==> src/rtl/pmem_arbiter_fsm.sv <==
// Two-requester arbiter for the single physical-memory port: D-cache has priority,
// with a starvation streak that forces an I-cache grant after STARVE_LIMIT D grants.
module pmem_arbiter_fsm #(
   parameter int ADDR_W       = 16,
   parameter int BLOCK_W      = 128,
   parameter int STARVE_LIMIT = 4
) (
   input  logic               clk,
   input  logic               rst_n,
   input  logic               icache_pmem_read,
   input  logic [ADDR_W-1:0]  icache_pmem_address,
   input  logic               dcache_pmem_read,
   input  logic               dcache_pmem_write,
   input  logic [ADDR_W-1:0]  dcache_pmem_address,
   input  logic [BLOCK_W-1:0] dcache_pmem_wdata,
   input  logic               pmem_resp,
   input  logic [BLOCK_W-1:0] pmem_rdata,
   output logic               icache_mem_resp,
   output logic [BLOCK_W-1:0] icache_mem_rdata,
   output logic               dcache_mem_resp,
   output logic [BLOCK_W-1:0] dcache_mem_rdata,
   output logic               pmem_read,
   output logic               pmem_write,
   output logic [ADDR_W-1:0]  pmem_address,
   output logic [BLOCK_W-1:0] pmem_wdata,
   output logic               arb_busy
);

   localparam int STRK_W = $clog2(STARVE_LIMIT + 1);

   typedef enum logic [1:0] {
      ST_IDLE   = 2'd0,
      ST_I_BUSY = 2'd1,
      ST_D_BUSY = 2'd2,
      ST_DONE   = 2'd3
   } state_t;

   state_t             r_state;
   logic [STRK_W-1:0]  r_streak;
   logic               r_pmem_read;
   logic               r_pmem_write;
   logic [ADDR_W-1:0]  r_pmem_address;
   logic [BLOCK_W-1:0] r_pmem_wdata;

   logic w_d_req;
   logic w_starved;
   logic w_grant_i;

   assign w_d_req   = dcache_pmem_read | dcache_pmem_write;
   assign w_starved = (r_streak == STRK_W'(STARVE_LIMIT));
   assign w_grant_i = icache_pmem_read & (~w_d_req | w_starved);

   // Arbitration FSM; strobes, address, write data and the streak are all registered here.
   always_ff @(posedge clk or negedge rst_n) begin
      if (!rst_n) begin
         r_state        <= ST_IDLE;
         r_streak       <= '0;
         r_pmem_read    <= 1'b0;
         r_pmem_write   <= 1'b0;
         r_pmem_address <= '0;
         r_pmem_wdata   <= '0;
      end else begin
         case (r_state)
            ST_IDLE: begin
               if (w_grant_i) begin
                  r_state        <= ST_I_BUSY;
                  r_pmem_read    <= 1'b1;
                  r_pmem_write   <= 1'b0;
                  r_pmem_address <= icache_pmem_address;
                  r_streak       <= '0;
               end else if (w_d_req) begin
                  // A simultaneous read+write is illegal; the write-back takes precedence.
                  r_state        <= ST_D_BUSY;
                  r_pmem_write   <= dcache_pmem_write;
                  r_pmem_read    <= ~dcache_pmem_write;
                  r_pmem_address <= dcache_pmem_address;
                  if (dcache_pmem_write) begin
                     r_pmem_wdata <= dcache_pmem_wdata;
                  end
                  if (icache_pmem_read && !w_starved) begin
                     r_streak <= r_streak + STRK_W'(1);
                  end
               end else begin
                  r_state <= ST_IDLE;
               end
            end
            ST_I_BUSY, ST_D_BUSY: begin
               if (pmem_resp) begin
                  r_state      <= ST_DONE;
                  r_pmem_read  <= 1'b0;
                  r_pmem_write <= 1'b0;
               end
            end
            ST_DONE: begin
               r_state      <= ST_IDLE;
               r_pmem_read  <= 1'b0;
               r_pmem_write <= 1'b0;
            end
            default: begin
               r_state      <= ST_IDLE;
               r_pmem_read  <= 1'b0;
               r_pmem_write <= 1'b0;
            end
         endcase
      end
   end

   assign pmem_read        = r_pmem_read;
   assign pmem_write       = r_pmem_write;
   assign pmem_address     = r_pmem_address;
   assign pmem_wdata       = r_pmem_wdata;
   assign arb_busy         = (r_state == ST_I_BUSY) | (r_state == ST_D_BUSY);
   // Completion is forwarded in the same cycle as pmem_resp, only to the current owner.
   assign icache_mem_resp  = (r_state == ST_I_BUSY) & pmem_resp;
   assign dcache_mem_resp  = (r_state == ST_D_BUSY) & pmem_resp;
   assign icache_mem_rdata = pmem_rdata;
   assign dcache_mem_rdata = pmem_rdata;

endmodule

==> config.mk <==
export PLATFORM = sky130hd
export DESIGN_NAME = pmem_arbiter_fsm
export DESIGN_NICKNAME = d
export VERILOG_FILES = /design/src/rtl/pmem_arbiter_fsm.sv
export SDC_FILE = /design/constraint.sdc
export NUM_CORES = 1
export LEC_CHECK = 0
export BUFFER_PORTS_ARGS = -buffer_cell sky130_fd_sc_hd__buf_2
export CORE_AREA = 3 3 273 275
export DETAILED_ROUTE_END_ITERATION = 7
export DIE_AREA = 0 0 276 278
export PLACE_DENSITY = 0.36
export SYNTH_ARGS = -nofsm -noshare
export SYNTH_HDL_FRONTEND = slang
export SYNTH_SLANG_ARGS = --single-unit
==> constraint.sdc <==
create_clock -name clk -period 3.36 [get_ports clk]
set_clock_uncertainty 0.1 [all_clocks]
set_input_delay 0.336 -clock clk [delete_from_list [all_inputs] [get_ports clk]]
set_output_delay 0.336 -clock clk [all_outputs]
set_load 0.01 [all_outputs]
==> Word level (Yosys, flattened, before mapping) <==
Index checks and enable logic that the tools add are counted.
{ "totals": {"ff_bits": 151, "inputBits": 294, "out_inout_bits": 405, "word_cells": 48} }
{ "op_classes": {"add_sub_neg": 1, "n_eq_ne": 6, "mux": 16, "bitwise_logic": 9, "n_reduce_logical": 10} }
{ "ops": {"columns": ["op", "n"], "rows": [
  ["16-bit 2-to-1 mux", 2],
  ["3-bit 2-to-1 mux", 3],
  ["2-bit 2-to-1 mux", 3],
  ["1-bit case mux with 3 select lines", 2],
  ["2-bit case mux with 3 select lines", 1],
  ["1-bit 2-to-1 mux", 5],
  ["2-bit == test (second input constant)", 2],
  ["2-bit AND reduction", 2],
  ["4-bit AND reduction", 1],
  ["2-bit nonzero test", 2],
  ["3-bit by 1-bit adder with 3-bit output (second input constant)", 1],
  ["1-bit AND", 3],
  ["3-bit == test (second input constant)", 1],
  ["3-bit != test (second input constant)", 1],
  ["1-bit inverter", 3],
  ["1-bit bitwise OR", 3],
  ["3-bit AND reduction", 1],
  ["2-bit by 1-bit == test with 1-bit output (second input constant)", 1],
  ["2-bit zero test", 1],
  ["2-bit != test (second input constant)", 1],
  ["2-bit OR reduction", 1],
  ["1-bit logical AND", 1],
  ["1-bit zero test", 1]
]} }

==> Depth between registers and ports, before layout <==
Gate-level depths: netlist of run 1.
{ "depth": {"word_depth": 6, "mapped_depth": 7, "ltp_nobuf": 5} }

==> Worst setup path before layout of run 1 <==
Ideal clock, no wire load.
{ "synth_timing": {"path_kind": "register -> register", "start": "reg r_state[0]", "end": "reg r_pmem_wdata[0] (netlist: pmem_wdata[0])", "setup_ns": 0.125, "arrival_ns": 1.554, "t_required_ns": 3.135, "path_slack_ns": 1.581, "stages_incl_launch_ff": 7, "n_path_buf": 2, "synth_period_minus_slack_ns": 1.779, "cell_sequence": "dfrtp_1 inv_1 ha_1 and3_4 buf_6 buf_6 mux2_4"} }
{ "synth_between": {"elab_chain_cells": 2} }
{ "synth_rtl": {"columns": ["element", "line_no", "source"], "rows": [
  ["start: declaration", "38", "state_t r_state;"],
  ["start signal: assignment", "56", "r_state <= ST_IDLE;"],
  ["start signal: assignment", "66", "r_state <= ST_I_BUSY;"],
  ["start signal: assignment", "73", "r_state <= ST_D_BUSY;"],
  ["2-bit zero test", "63", "case (r_state)"],
  ["4-bit AND reduction (no line)", null, null],
  ["end signal: assignment", "78", "r_pmem_wdata <= dcache_pmem_wdata;"],
  ["end: declaration", "43", "logic [BLOCK_W-1:0] r_pmem_wdata;"]
]} }
Every way passes these cells.
A chain may end at the register's enable or synchronous reset.

==> Worst setup path in the final report of run 1 <==
{ "layout_timing": {"start": "reg r_state[0]", "end": "reg r_pmem_wdata[81] (netlist: pmem_wdata[81])"} }
The elaborated chain is that of the path after synthesis.

==> out/results.txt, run 1 <==
Yosys cell types -> 28
Max-capacitance violation count -> 0
Final worst setup slack -> 948 ps
Seq/Total Area, Yosys -> 45.1%
H-Tree Depth -> 4
Post-layout net count -> 1168
Critical path class -> flop to flop
Final non-filler cell total -> 1844
Vias -> 5488
Root Buffer -> clkbuf_16
Fraction of layout cells with a size suffix above 1 -> 55.8%
Slowest CP cell -> and3_4
1st-iter DRT viols -> 204
PwrDens -> 854 nW/um2
Post-Layout Inst Area -> 11100 um2
P_leak -> 5.01 nW
Initial antenna violation count -> 11
DP Cell Count -> 1673
RSZ-0062 raised after global routing -> false
Comb pwr share -> 44.5%
Synth-to-Final Area Change -> 32.8%
Min-Delay Path Class -> primary input to flop
PortBufs -> 314
Crit path max fanout -> 28
Reg power frac -> 34.3%
R2R depth -> 5
Clock power frac -> 21.2%
Vias/cell -> 2.98
Worst R2R End -> pmem_wdata[81]
Row cnt -> 99
Avg WL per Cell -> 17.2 um
Clock tree buffer depth -> 2
CTS Sinks -> 151
Total power -> 0.00951 W
Cell Area, Synth -> 8390 um2
First-pass GRT wire length -> 44400 um
Post-route minimum period -> 2410 ps
Reg2reg start -> r_state[0]
Initial DRT Pass Iterations -> 4
Number of global-route vias before repair -> 5818
Largest net degree at the start of global routing -> 69
Chip height -> 278 um
Final Hold Fails -> 0
#FFs+latches synth -> 151
Die area -> 76700 um2
Final setup viols -> 0
Hold path endpoint -> pmem_wdata[53]
Slew @ Worst Pin -> 1090 ps
P_int -> 0.00614 W
Placed inst area -> 9170 um2
YS warnings -> 0
Final ANT Viol Nets -> 0
Synth Area per Inst -> 12.5 um2
CP arrival -> 2660 ps
Gr ovfl total -> 0
Final period util -> 71.8%
IO Pins -> 699
Slew Viols, Final -> 0
Synth Net Count -> 970
Req. time, crit path -> 3600 ps
Clk_lat worst skew -> 470 ps
CP startpoint kind -> flop
CTS tree -> built
Cells along the critical path -> inv_1 -> ha_1 -> and3_4 -> buf_4 -> mux2_2
Hold wc startpoint -> dcache_pmem_wdata[53]
Placeable core area -> 72600 um2
CTS resizes -> 0
Starting Density -> 11.6%
Normalized max-slew margin -> 26.7%
Status -> finished, final reports clean
CP Capture Type -> flop
Fill cells -> 8118
Drt total wl -> 31700 um
GRT Util Overall -> 8.11%
Switching power as a share of total power -> 35.5%
Clk pin slew, worst setup/hold paths -> 70 ps
Post-Synthesis Cells -> 670
Worst IR Drop VDD -> 457 uV
Reg2reg setup slack -> 950 ps
Psw -> 0.00338 W
Hold path cells -> 2
Cts bufs inserted -> 17
Slowest stage delay, CP -> 650 ps
Residual DRC -> 0
RePlAce Congestion -> 0.741
Setup TNS -> 0 ps
Die X -> 276 um
DPL Wire Length -> 24500 um
Max Freq -> 415 MHz
Placement Setup Slack -> 880 ps
per-stage QoR:
| step | hold WS (ps) | util, % |
|---|---|---|
| floorplan | -59.6 | - |
| global placement | 284 | 12.6 |
| detailed placement | 278 | 12.6 |
| CTS | 0.795 | 15.3 |
| global route | 15.2 | 15.3 |
| finish | 40.7 | 15.3 |
power groups by stage:
| stage | sequential [W] | clock (W) | combinational (W) |
|---|---|---|---|
| after floorplan | 0.00368 | 0 | 0.00240 |
| after global placement | 0.00330 | 0 | 0.00417 |
| after detailed placement | 0.00330 | 0 | 0.00420 |
| after CTS | 0.00328 | 0.00214 | 0.00435 |
| after global routing | 0.00340 | 0.00220 | 0.00456 |
| final | 0.00326 | 0.00202 | 0.00423 |
synth_stat cells:
cell type | instances | area, um2
dfrtp_1 | 151 | 3780
a2bb2oi_1 | 1 | 8.76
mux2_4 | 101 | 1520
a21o_1 | 1 | 7.51
ha_1 | 6 | 75.1
nand2b_1 | 2 | 12.5
nor2_1 | 19 | 71.3
a31oi_1 | 18 | 113
o21ai_0 | 17 | 85.1
o2bb2ai_1 | 2 | 17.5
buf_6 | 14 | 158
mux2_2 | 29 | 327
clkbuf_2 | 1 | 5.00
and3_4 | 1 | 11.3
or2_2 | 1 | 6.26
inv_1 | 5 | 18.8
a21boi_0 | 2 | 15.0
o31a_1 | 1 | 8.76
buf_2 | 4 | 20.0
buf_4 | 257 | 1930
nor3_1 | 4 | 20.0
a21oi_1 | 19 | 95.1
clkbuf_1 | 4 | 15.0
nand2_1 | 5 | 18.8
a22o_1 | 1 | 8.76
and2_1 | 2 | 12.5
nand3_2 | 1 | 10.0
o31ai_4 | 1 | 21.3
final cells by class:
| class | instances | area [um2] | share of cell area (%) |
|---|---|---|---|
| inverters | 5 | 18.8 | 0.169 |
| multi-input cells | 234 | 2470 | 22.2 |
| repair buffers | 459 | 3050 | 27.4 |
| clock buffers | 18 | 439 | 3.94 |
| well taps | 959 | 1200 | 10.8 |
| clock inverters | 14 | 163 | 1.46 |
| flip-flops and latches | 151 | 3780 | 33.9 |
| diodes | 4 | 10.0 | 0.0899 |
cell families after synthesis:
| family | share of synthesized area [%] |
|---|---|
| mux | 22.0 |
| buf+inv | 25.6 |
| fa+ha+maj | 0.895 |
| simple gates | 1.94 |
| flops | 45.1 |
| compound gates | 4.54 |
layer usage:
layer / GRT usage (%) / part of all wire [%] / vias to the layer above / routed length, um
met2: 12.5 / 46 / 403 / 14500
met4: 5.28 / 5.4 / 4 / 1710
met1: 8.48 / 36 / 2578 / 11500
met5: 0 / 0.085 / - / 27
li1: - / - / 2390 / -
met3: 4.66 / 12 / 113 / 3910
worst max path at each step:
| stage | end | from | slack (ps) |
|---|---|---|---|
| finish | pmem_wdata[81] | r_state[0] | 950 |
| global route | pmem_wdata[100] | r_state[1] | 810 |
| CTS | pmem_wdata[84] | r_state[0] | 870 |
| detailed placement | pmem_wdata[100] | r_state[0] | 880 |
| global placement | pmem_wdata[89] | r_state[0] | 990 |
| floorplan | pmem_wdata[0] | r_state[0] | 1580 |
sequential cells by signal (all words and copies together) (netlist names):
| register | flops |
|---|---|
| pmem_address | 16 |
| pmem_read | 1 |
| pmem_wdata | 128 |
| pmem_write | 1 |
| r_state | 2 |
| r_streak | 3 |
cell usage in the layout, fill, tap and decap left out, drive strengths merged, types with 2 or more instances in the layout:
| cell | netlist | routed |
|---|---|---|
| buf | 275 | 324 |
| dfrtp | 151 | 151 |
| dlygate4sd3 | 0 | 135 |
| mux2 | 130 | 130 |
| nor2 | 19 | 19 |
| a21oi | 19 | 19 |
| a31oi | 18 | 18 |
| clkbuf | 5 | 18 |
| o21ai | 17 | 17 |
| inv | 5 | 11 |
| ha | 6 | 6 |
| nand2 | 5 | 5 |
| diode | 0 | 4 |
| nor3 | 4 | 4 |
| clkinvlp | 0 | 3 |
| clkinv | 0 | 3 |
| and2 | 2 | 2 |
| nand2b | 2 | 2 |
| a21boi | 2 | 2 |
| bufinv | 0 | 2 |
| o2bb2ai | 2 | 2 |
what timing repair did:
action,CTS,global route
hold buffers,135,0
endpoints found under the hold margin,187,0
buffers inserted,0,0
worst max-delay path, delay by kind of cell, from the launching register on:
kind          cells  cell delay (ps)
mux               1              360
buf+inv           2              480
flops             1              400
simple gates      1              650
fa+ha+maj         1              300
(Power assumes the default switching activity.)
==> run 2: changes to the inputs <==
ABC_AREA = 1   (was not set)
CORE_AREA = 3 3 267 269   (was 3 3 273 275)
DIE_AREA = 0 0 270 272   (was 0 0 276 278)
PLACE_DENSITY = 0.38   (was 0.36)
clock period = 2.15 ns   (was 3.36 ns; I/O delays follow)
==> run 2 against run 1 <==
Against the previous run: critical path depth rose by 4; highest routed layer unchanged; cell count rose by 16%; largest cell class unchanged; critical path type unchanged; hold slack gained 51 ps; fmax rose by 34%; critical endpoint is now r_streak[2]; combinational power is 42% higher; largest power group unchanged.
==> out/results.txt, run 2 <==
Status -> finished, final reports clean (unchanged)
R2R depth -> 9 (was 5)
Die X -> 270 um (was 276 um)
Met2 routed WL -> 14400 um (was 14500 um)
Synth Net Count -> 1307 (was 970)
Cell Area, Synth -> 8520 um2 (was 8390 um2)
Initial DRT Pass Iterations -> 4 (unchanged)
Post-layout net count -> 1501 (was 1168)
Async set-reset flop share out of synthesis -> 100% (unchanged)
Uppermost layer routed -> met5 (unchanged)
Residual DRC -> 0 (unchanged)
#FFs+latches synth -> 151 (unchanged)
Final setup viols -> 0 (unchanged)
Synth-to-Final Area Change -> 36.1% (was 32.8%)
M1 wire length -> 13300 um (was 11500 um)
Vias/cell -> 3.40 (was 2.98)
Clk_lat worst skew -> 460 ps (was 470 ps)
Yosys cell types -> 17 (was 28)
Synth cell count leaders -> 320 x nand2_1, 271 x buf_4, 151 x dfrtp_1 (was 257 x buf_4, 151 x dfrtp_1, 101 x mux2_4)
Crit path max fanout -> 62 (was 28)
Area leader, netlist -> dfrtp_1 (unchanged)
Post-route minimum period -> 1800 ps (was 2410 ps)
Starting Density -> 12.4% (was 11.6%)
CP arrival -> 2060 ps (was 2660 ps)
Synth Area per Inst -> 8.46 um2 (was 12.5 um2)
Post-Synthesis Cells -> 1007 (was 670)
DPL Wire Length -> 22200 um (was 24500 um)
Most frequent cells in the layout -> 320 x nand2_1, 312 x buf_2, 161 x dlygate4sd3_1 (was 313 x buf_2, 151 x dfrtp_1, 135 x dlygate4sd3_1)
RSZ-0062 raised after global routing -> false (unchanged)
Root Buffer -> clkbuf_16 (unchanged)
Final ANT Viol Nets -> 0 (unchanged)
P_leak -> 5.91 nW (was 5.01 nW)
Largest net degree at the start of global routing -> 73 (was 69)
Hold Worst Slack -> 91.4 ps (was 40.7 ps)
Req. time, crit path -> 2410 ps (was 3600 ps)
Slew Viols, Final -> 0 (unchanged)
Area contributors post-synth -> dfrtp_1 44%, buf_4 24%, nand2_1 14% (was dfrtp_1 45%, buf_4 23%, mux2_4 18%)
1st-iter DRT viols -> 283 (was 204)
Avg WL per Cell -> 15.0 um (was 17.2 um)
Post-synth top area share -> 44.4% (was 45.1%)
PortBufs -> 314 (unchanged)
First-pass GRT wire length -> 48600 um (was 44400 um)
Max-capacitance violation count -> 0 (unchanged)
H-Tree Depth -> 4 (unchanged)
Reg2reg setup slack -> 350 ps (was 950 ps)
Setup TNS -> 0 ps (unchanged)
Worst IR Drop VDD -> 778 uV (was 457 uV)
Metal3 WL -> 3460 um (was 3910 um)
Hold path endpoint -> r_state[1] (was pmem_wdata[53])
Max FFs per register -> 128 (unchanged)
Vias -> 7299 (was 5488)
Clk pin slew, worst setup/hold paths -> 70 ps (about the same)
Normalized max-slew margin -> 61.1% (was 26.7%)
CTS tree -> built (unchanged)
CP startpoint kind -> flop (unchanged)
Final Hold Fails -> 0 (unchanged)
Placeable core area -> 68800 um2 (was 72600 um2)
Worst R2R End -> r_streak[2] (was pmem_wdata[81])
Drt total wl -> 32300 um (was 31700 um)
Min-Delay Path Class -> primary input to flop (unchanged)
RePlAce Congestion -> 0.748 (was 0.741)
GRT Util Overall -> 8.78% (was 8.11%)
Final period util -> 83.5% (was 71.8%)
Die area -> 73400 um2 (was 76700 um2)
Most common cell after layout, fill and taps aside -> nand2_1 (was buf_2)
PwrDens -> 1230 nW/um2 (was 854 nW/um2)
CTS resizes -> 0 (unchanged)
Seq/Total Area, Yosys -> 44.4% (was 45.1%)
Row cnt -> 96 (was 99)
CP Capture Type -> flop (unchanged)
Slew @ Worst Pin -> 583 ps (was 1090 ps)
Critical path class -> flop to flop (unchanged)
Number of global-route vias before repair -> 7753 (was 5818)
Multi-input combinational cell area -> 2430 um2 (was 2470 um2)
IO Pins -> 699 (unchanged)
Top-count cell post-synth -> nand2_1 (was buf_4)
Reg2reg start -> r_state[0] (unchanged)
Cts bufs inserted -> 17 (unchanged)
Chip height -> 272 um (was 278 um)
Clock tree buffer depth -> 2 (unchanged)
Max Freq -> 557 MHz (was 415 MHz)
Fill cells -> 7805 (was 8118)
Number of flops mapped to enable cells by yosys -> 0 (unchanged)
Register area -> 3780 um2 (unchanged)
Hold wc startpoint -> pmem_resp (was dcache_pmem_wdata[53])
Initial antenna violation count -> 4 (was 11)
YS warnings -> 0 (unchanged)
Fraction of layout cells with a size suffix above 1 -> 30.4% (was 55.8%)
Gr ovfl total -> 0 (unchanged)
Hold path cells -> 5 (was 2)
CTS Sinks -> 151 (unchanged)
Top_reg_cell synth -> dfrtp_1 (unchanged)
-- run 2: cell count changes in the layout (fill, tap and decap cells not counted), moves of 18 or more --
| cell | previous run | this run |
|---|---|---|
| mux2_2 | 29 | 0 |
| dlygate4sd3_1 | 135 | 161 |
| nand3_1 | 0 | 22 |
| nand2_1 | 5 | 320 |
| a31oi_1 | 18 | 0 |
| nand4_1 | 0 | 128 |
| inv_1 | 5 | 29 |
| mux2_4 | 101 | 0 |
-- run 2: routing by layer --
layer	vias up	GRT usage, %
li1	3402	-
met1	3382	10.1
met2	413	13.4
met3	98	4.52
met4	4	4.22
met5	-	0
-- run 2: power breakdown --
| group | total [W] | switching [W] | leakage, nW | internal [W] |
|---|---|---|---|---|
| logic | 0.00599 | 0.00371 | 3.71 | 0.00227 |
| clock network | 0.00340 | 0.00139 | 0.306 | 0.00200 |
| registers | 0.00484 | 0.000680 | 1.89 | 0.00416 |
-- run 2: final cells by class --
class                      instances  share of cell area (%)
multi-input combinational        506                    20.9
clock inverter                    11                    1.49
clock buffer                      20                    3.94
antenna                            1                  0.0216
timing repair buffer             496                    30.1
inverter                          29                   0.939
tap                              931                    10.0
sequential                       151                    32.6
-- run 2: how the worst max path moves through the flow --
| stage | start | to | slack [ps] |
|---|---|---|---|
| 2_1_floorplan | r_state[0] | pmem_wdata[100] | 450 |
| 3_3_place_gp | r_state[0] | r_streak[2] | 310 |
| 3_5_place_dp | r_state[0] | r_streak[2] | 350 |
| 4_1_cts | r_state[0] | dcache_mem_resp | 300 |
| 5_1_grt | r_state[0] | r_streak[2] | 210 |
| 6_report | r_state[0] | r_streak[2] | 350 |
-- run 2: cells by family after synthesis --
logic type / synth area share (%)
AOI/OAI and AO/OA: 0.543
and+or+nand+nor: 26.5
DFF: 44.4
xor gates and xnor gates: 0.103
adders and majority gates: 0.881
buffers and inverters: 27.6
-- run 2: worst max-delay path, cell delays in order, from the launching register on --
cell,delay (ps)
dfrtp_1,400
inv_1,150
ha_4,220
buf_12,290
nand2_1,80
inv_1,150
nand2_1,80
xnor2_1,120
nand2_1,60
inv_1,40
-- run 2: per-stage QoR --
step                      area (um2)  power (W)  cells  worst slack [ps]  utilization (%)
after floorplan                 8520    0.00835   1007               447                -
after global placement          9360     0.0107   1952               309             13.6
after detailed placement        9360     0.0108   1952               346             13.6
after CTS                      11600     0.0146   2144               303             16.8
after global routing           11600     0.0154   2144               208             16.8
final                          11600     0.0142   2145               354             16.9
-- run 2: repair_timing --
| action | in CTS | in global routing |
|---|---|---|
| setup endpoints to repair | 0 | 0 |
| endpoints found under the hold margin | 295 | 0 |
| buffers inserted | 0 | 0 |
| hold buffers | 161 | 0 |
==> run 3: changes to the inputs <==
clock period = 1.6 ns   (was 2.15 ns; I/O delays follow)
==> run 3 against run 2 <==
Against the previous run: global-route usage is 0.99 points higher; hold slack better by 5.5 ps; the run now ends with negative setup slack left; largest power group unchanged; cell count is 3.3% higher; clock-buffer cell count is 1 lower; critical endpoint is now pmem_wdata[94]; die area stayed put; critical path type unchanged; clock power is 17% higher; register-to-register slack worse by 450 ps; critical path depth is 2 higher.
==> out/results.txt, run 3 (synthesis gave the netlist of run 2 again) <==
Comb pwr share -> 50.1% (was 42.1%)
P_leak -> 6.60 nW (was 5.91 nW)
Worst R2R End -> pmem_wdata[94] (was r_streak[2])
Max-capacitance violation count -> 0 (unchanged)
Number of global-route vias before repair -> 8212 (was 7753)
Final worst setup slack -> -91.1 ps (was 354 ps)
Reg power frac -> 31.7% (was 34.1%)
Gr ovfl total -> 0 (unchanged)
Chip height -> 272 um (unchanged)
Fill cells -> 7637 (was 7805)
CP arrival -> 1950 ps (was 2060 ps)
Setup TNS -> -6560 ps (was 0 ps)
Vias/cell -> 3.54 (was 3.40)
Most common cell after layout, fill and taps aside -> buf_2 (was nand2_1)
Avg WL per Cell -> 16.5 um (was 15.0 um)
Reg2reg setup slack -> -90 ps (was 350 ps)
Fraction of layout cells with a size suffix above 1 -> 46.7% (was 30.4%)
Synth-to-Final Area Change -> 57.3% (was 36.1%)
Cts bufs inserted -> 17 (unchanged)
CTS tree -> built (unchanged)
Final ANT Viol Nets -> 0 (unchanged)
Post-Layout Inst Area -> 13400 um2 (was 11600 um2)
Die X -> 270 um (unchanged)
Placement Setup Slack -> -208 ps (was 346 ps)
IO Pins -> 699 (unchanged)
Starting Density -> 12.4% (unchanged)
Vias -> 7846 (was 7299)
1st-iter DRT viols -> 385 (was 283)
R2R depth -> 11 (was 9)
Critical path class -> flop to flop (unchanged)
PortBufs -> 314 (unchanged)
Max Freq -> 591 MHz (was 557 MHz)
DPL Wire Length -> 24100 um (was 22200 um)
Worst setup endpoint -> pmem_wdata[94] (was r_streak[2])
Root Buffer -> clkbuf_16 (unchanged)
Drt total wl -> 36500 um (was 32300 um)
Cells along the critical path -> inv_2 -> ha_4 -> nand2_4 -> o21ai_4 -> nand2_8 -> nand3_4 -> buf_12 -> buf_12 -> clkbuf_16 -> nand2_4 -> nand2_2 (was inv_1 -> ha_4 -> buf_12 -> nand2_1 -> inv_1 -> nand2_1 -> xnor2_1 -> nand2_1 -> inv_1)
Failing checks -> negative setup slack
CP Capture Type -> flop (unchanged)
Setup crit start -> r_streak[0] (was r_state[0])
GRT Util Overall -> 9.77% (was 8.78%)
PwrDens -> 1630 nW/um2 (was 1230 nW/um2)
Initial DRT Pass Iterations -> 4 (unchanged)
Reg2reg start -> r_streak[0] (was r_state[0])
RePlAce Congestion -> 0.761 (was 0.748)
Crit path max fanout -> 7 (was 62)
Min-Delay Path Class -> primary input to asynchronous set/reset pin (was primary input to flop)
Most frequent cells in the layout -> 309 x buf_2, 180 x nand2_1, 162 x dlygate4sd3_1 (was 320 x nand2_1, 312 x buf_2, 161 x dlygate4sd3_1)
Largest net degree at the start of global routing -> 84 (was 73)
P_int -> 0.0127 W (was 0.00844 W)
Residual DRC -> 0 (unchanged)
Final setup viols -> 126 (was 0)
Slew Viols, Final -> 0 (unchanged)
Psw -> 0.00911 W (was 0.00579 W)
Row cnt -> 96 (unchanged)
Switching power as a share of total power -> 41.7% (was 40.7%)
Worst IR Drop VDD -> 833 uV (was 778 uV)
Clock tree buffer depth -> 2 (unchanged)
Clk_lat worst skew -> 470 ps (was 460 ps)
H-Tree Depth -> 4 (unchanged)
CP startpoint kind -> flop (unchanged)
Status -> finished, violations left (was finished, final reports clean)
Max FFs per register -> 128 (unchanged)
Normalized max-slew margin -> 67.5% (was 61.1%)
Slew @ Worst Pin -> 488 ps (was 583 ps)
Post-route minimum period -> 1690 ps (was 1800 ps)
Clock power frac -> 18.2% (was 23.9%)
Fin util -> 19.5% (was 16.9%)
Slowest stage delay, CP -> 380 ps (was 400 ps)
CTS Sinks -> 151 (unchanged)
Clk pin slew, worst setup/hold paths -> 70 ps (about the same)
Req. time, crit path -> 1860 ps (was 2410 ps)
Slowest CP cell -> dfrtp_1 (unchanged)
RSZ-0062 raised after global routing -> true (was false)
Die area -> 73400 um2 (unchanged)
Post-layout net count -> 1569 (was 1501)
First-pass GRT wire length -> 53200 um (was 48600 um)
Initial antenna violation count -> 6 (was 4)
Final Hold Fails -> 0 (unchanged)
Placed inst area -> 9570 um2 (was 9360 um2)
Final period util -> 106% (was 83.5%)
Placeable core area -> 68800 um2 (unchanged)
==> run 3: how the worst min path moves through the flow <==
stage	startpoint	end	slack, ps	cells past startpoint
after floorplan	rst_n	pmem_address[0]	-240	0
final	rst_n	pmem_wdata[5]	100	2
after detailed placement	rst_n	pmem_wdata[5]	50	1
after global placement	rst_n	pmem_wdata[5]	50	1
after global routing	rst_n	pmem_wdata[5]	90	2
after CTS	rst_n	pmem_wdata[5]	70	2
==> run 3: what timing repair did <==
| action | CTS | global route |
|---|---|---|
| endpoints found under the hold margin | 297 | 0 |
| pin swaps | 26 | 32 |
| gates cloned | 16 | 5 |
| hold buffers | 162 | 0 |
| buffers inserted | 27 | 2 |
| setup endpoints to repair | 149 | 149 |
| resized for setup | 125 | 154 |
==> run 3: through the flow <==
stage          hold slack, ps  total power, W  cells
6_report                 96.9          0.0218   2216
5_1_grt                  91.4          0.0235   2213
4_1_cts                  67.0          0.0212   2207
3_5_place_dp             46.2          0.0147   1976
3_3_place_gp             47.8          0.0146   1976
2_1_floorplan            -236          0.0112   1007
==> run 3: final cells by class <==
cell class | instances | area [um2] | area share, %
Timing Repair Buffer | 564 | 4660 | 34.8
Clock buffer | 19 | 433 | 3.23
Clock inverter | 11 | 103 | 0.766
Sequential cell | 151 | 3780 | 28.2
Multi-Input combinational cell | 506 | 3130 | 23.4
Antenna cell | 5 | 12.5 | 0.0934
Inverter | 29 | 113 | 0.840
Tap cell | 931 | 1160 | 8.69
==> run 3: per-layer routing <==
| metal | vias up | global-route usage [%] | wire length, um |
|---|---|---|---|
| met4 | 6 | 5.35 | 1560 |
| li1 | 3566 | - | - |
| met1 | 3752 | 10.6 | 14300 |
| met2 | 412 | 15.3 | 16800 |
| met5 | - | 0.592 | 88 |
| met3 | 110 | 5.06 | 3700 |
==> run 3: power by group through the flow <==
stage	Combinational (W)	Sequential [W]	Clock, W
after detailed placement	0.00809	0.00662	0
after floorplan	0.00390	0.00735	0
final	0.0109	0.00693	0.00397
after CTS	0.0102	0.00670	0.00425
after global routing	0.0119	0.00717	0.00439
after global placement	0.00799	0.00663	0
==> run 3: worst max-delay path, delay by kind of cell, from the launching register on <==
family | cells | cell delay, ps
compound gates | 1 | 70
simple gates | 5 | 320
buf+inv | 4 | 560
fa+ha+maj | 1 | 160
flops | 1 | 380
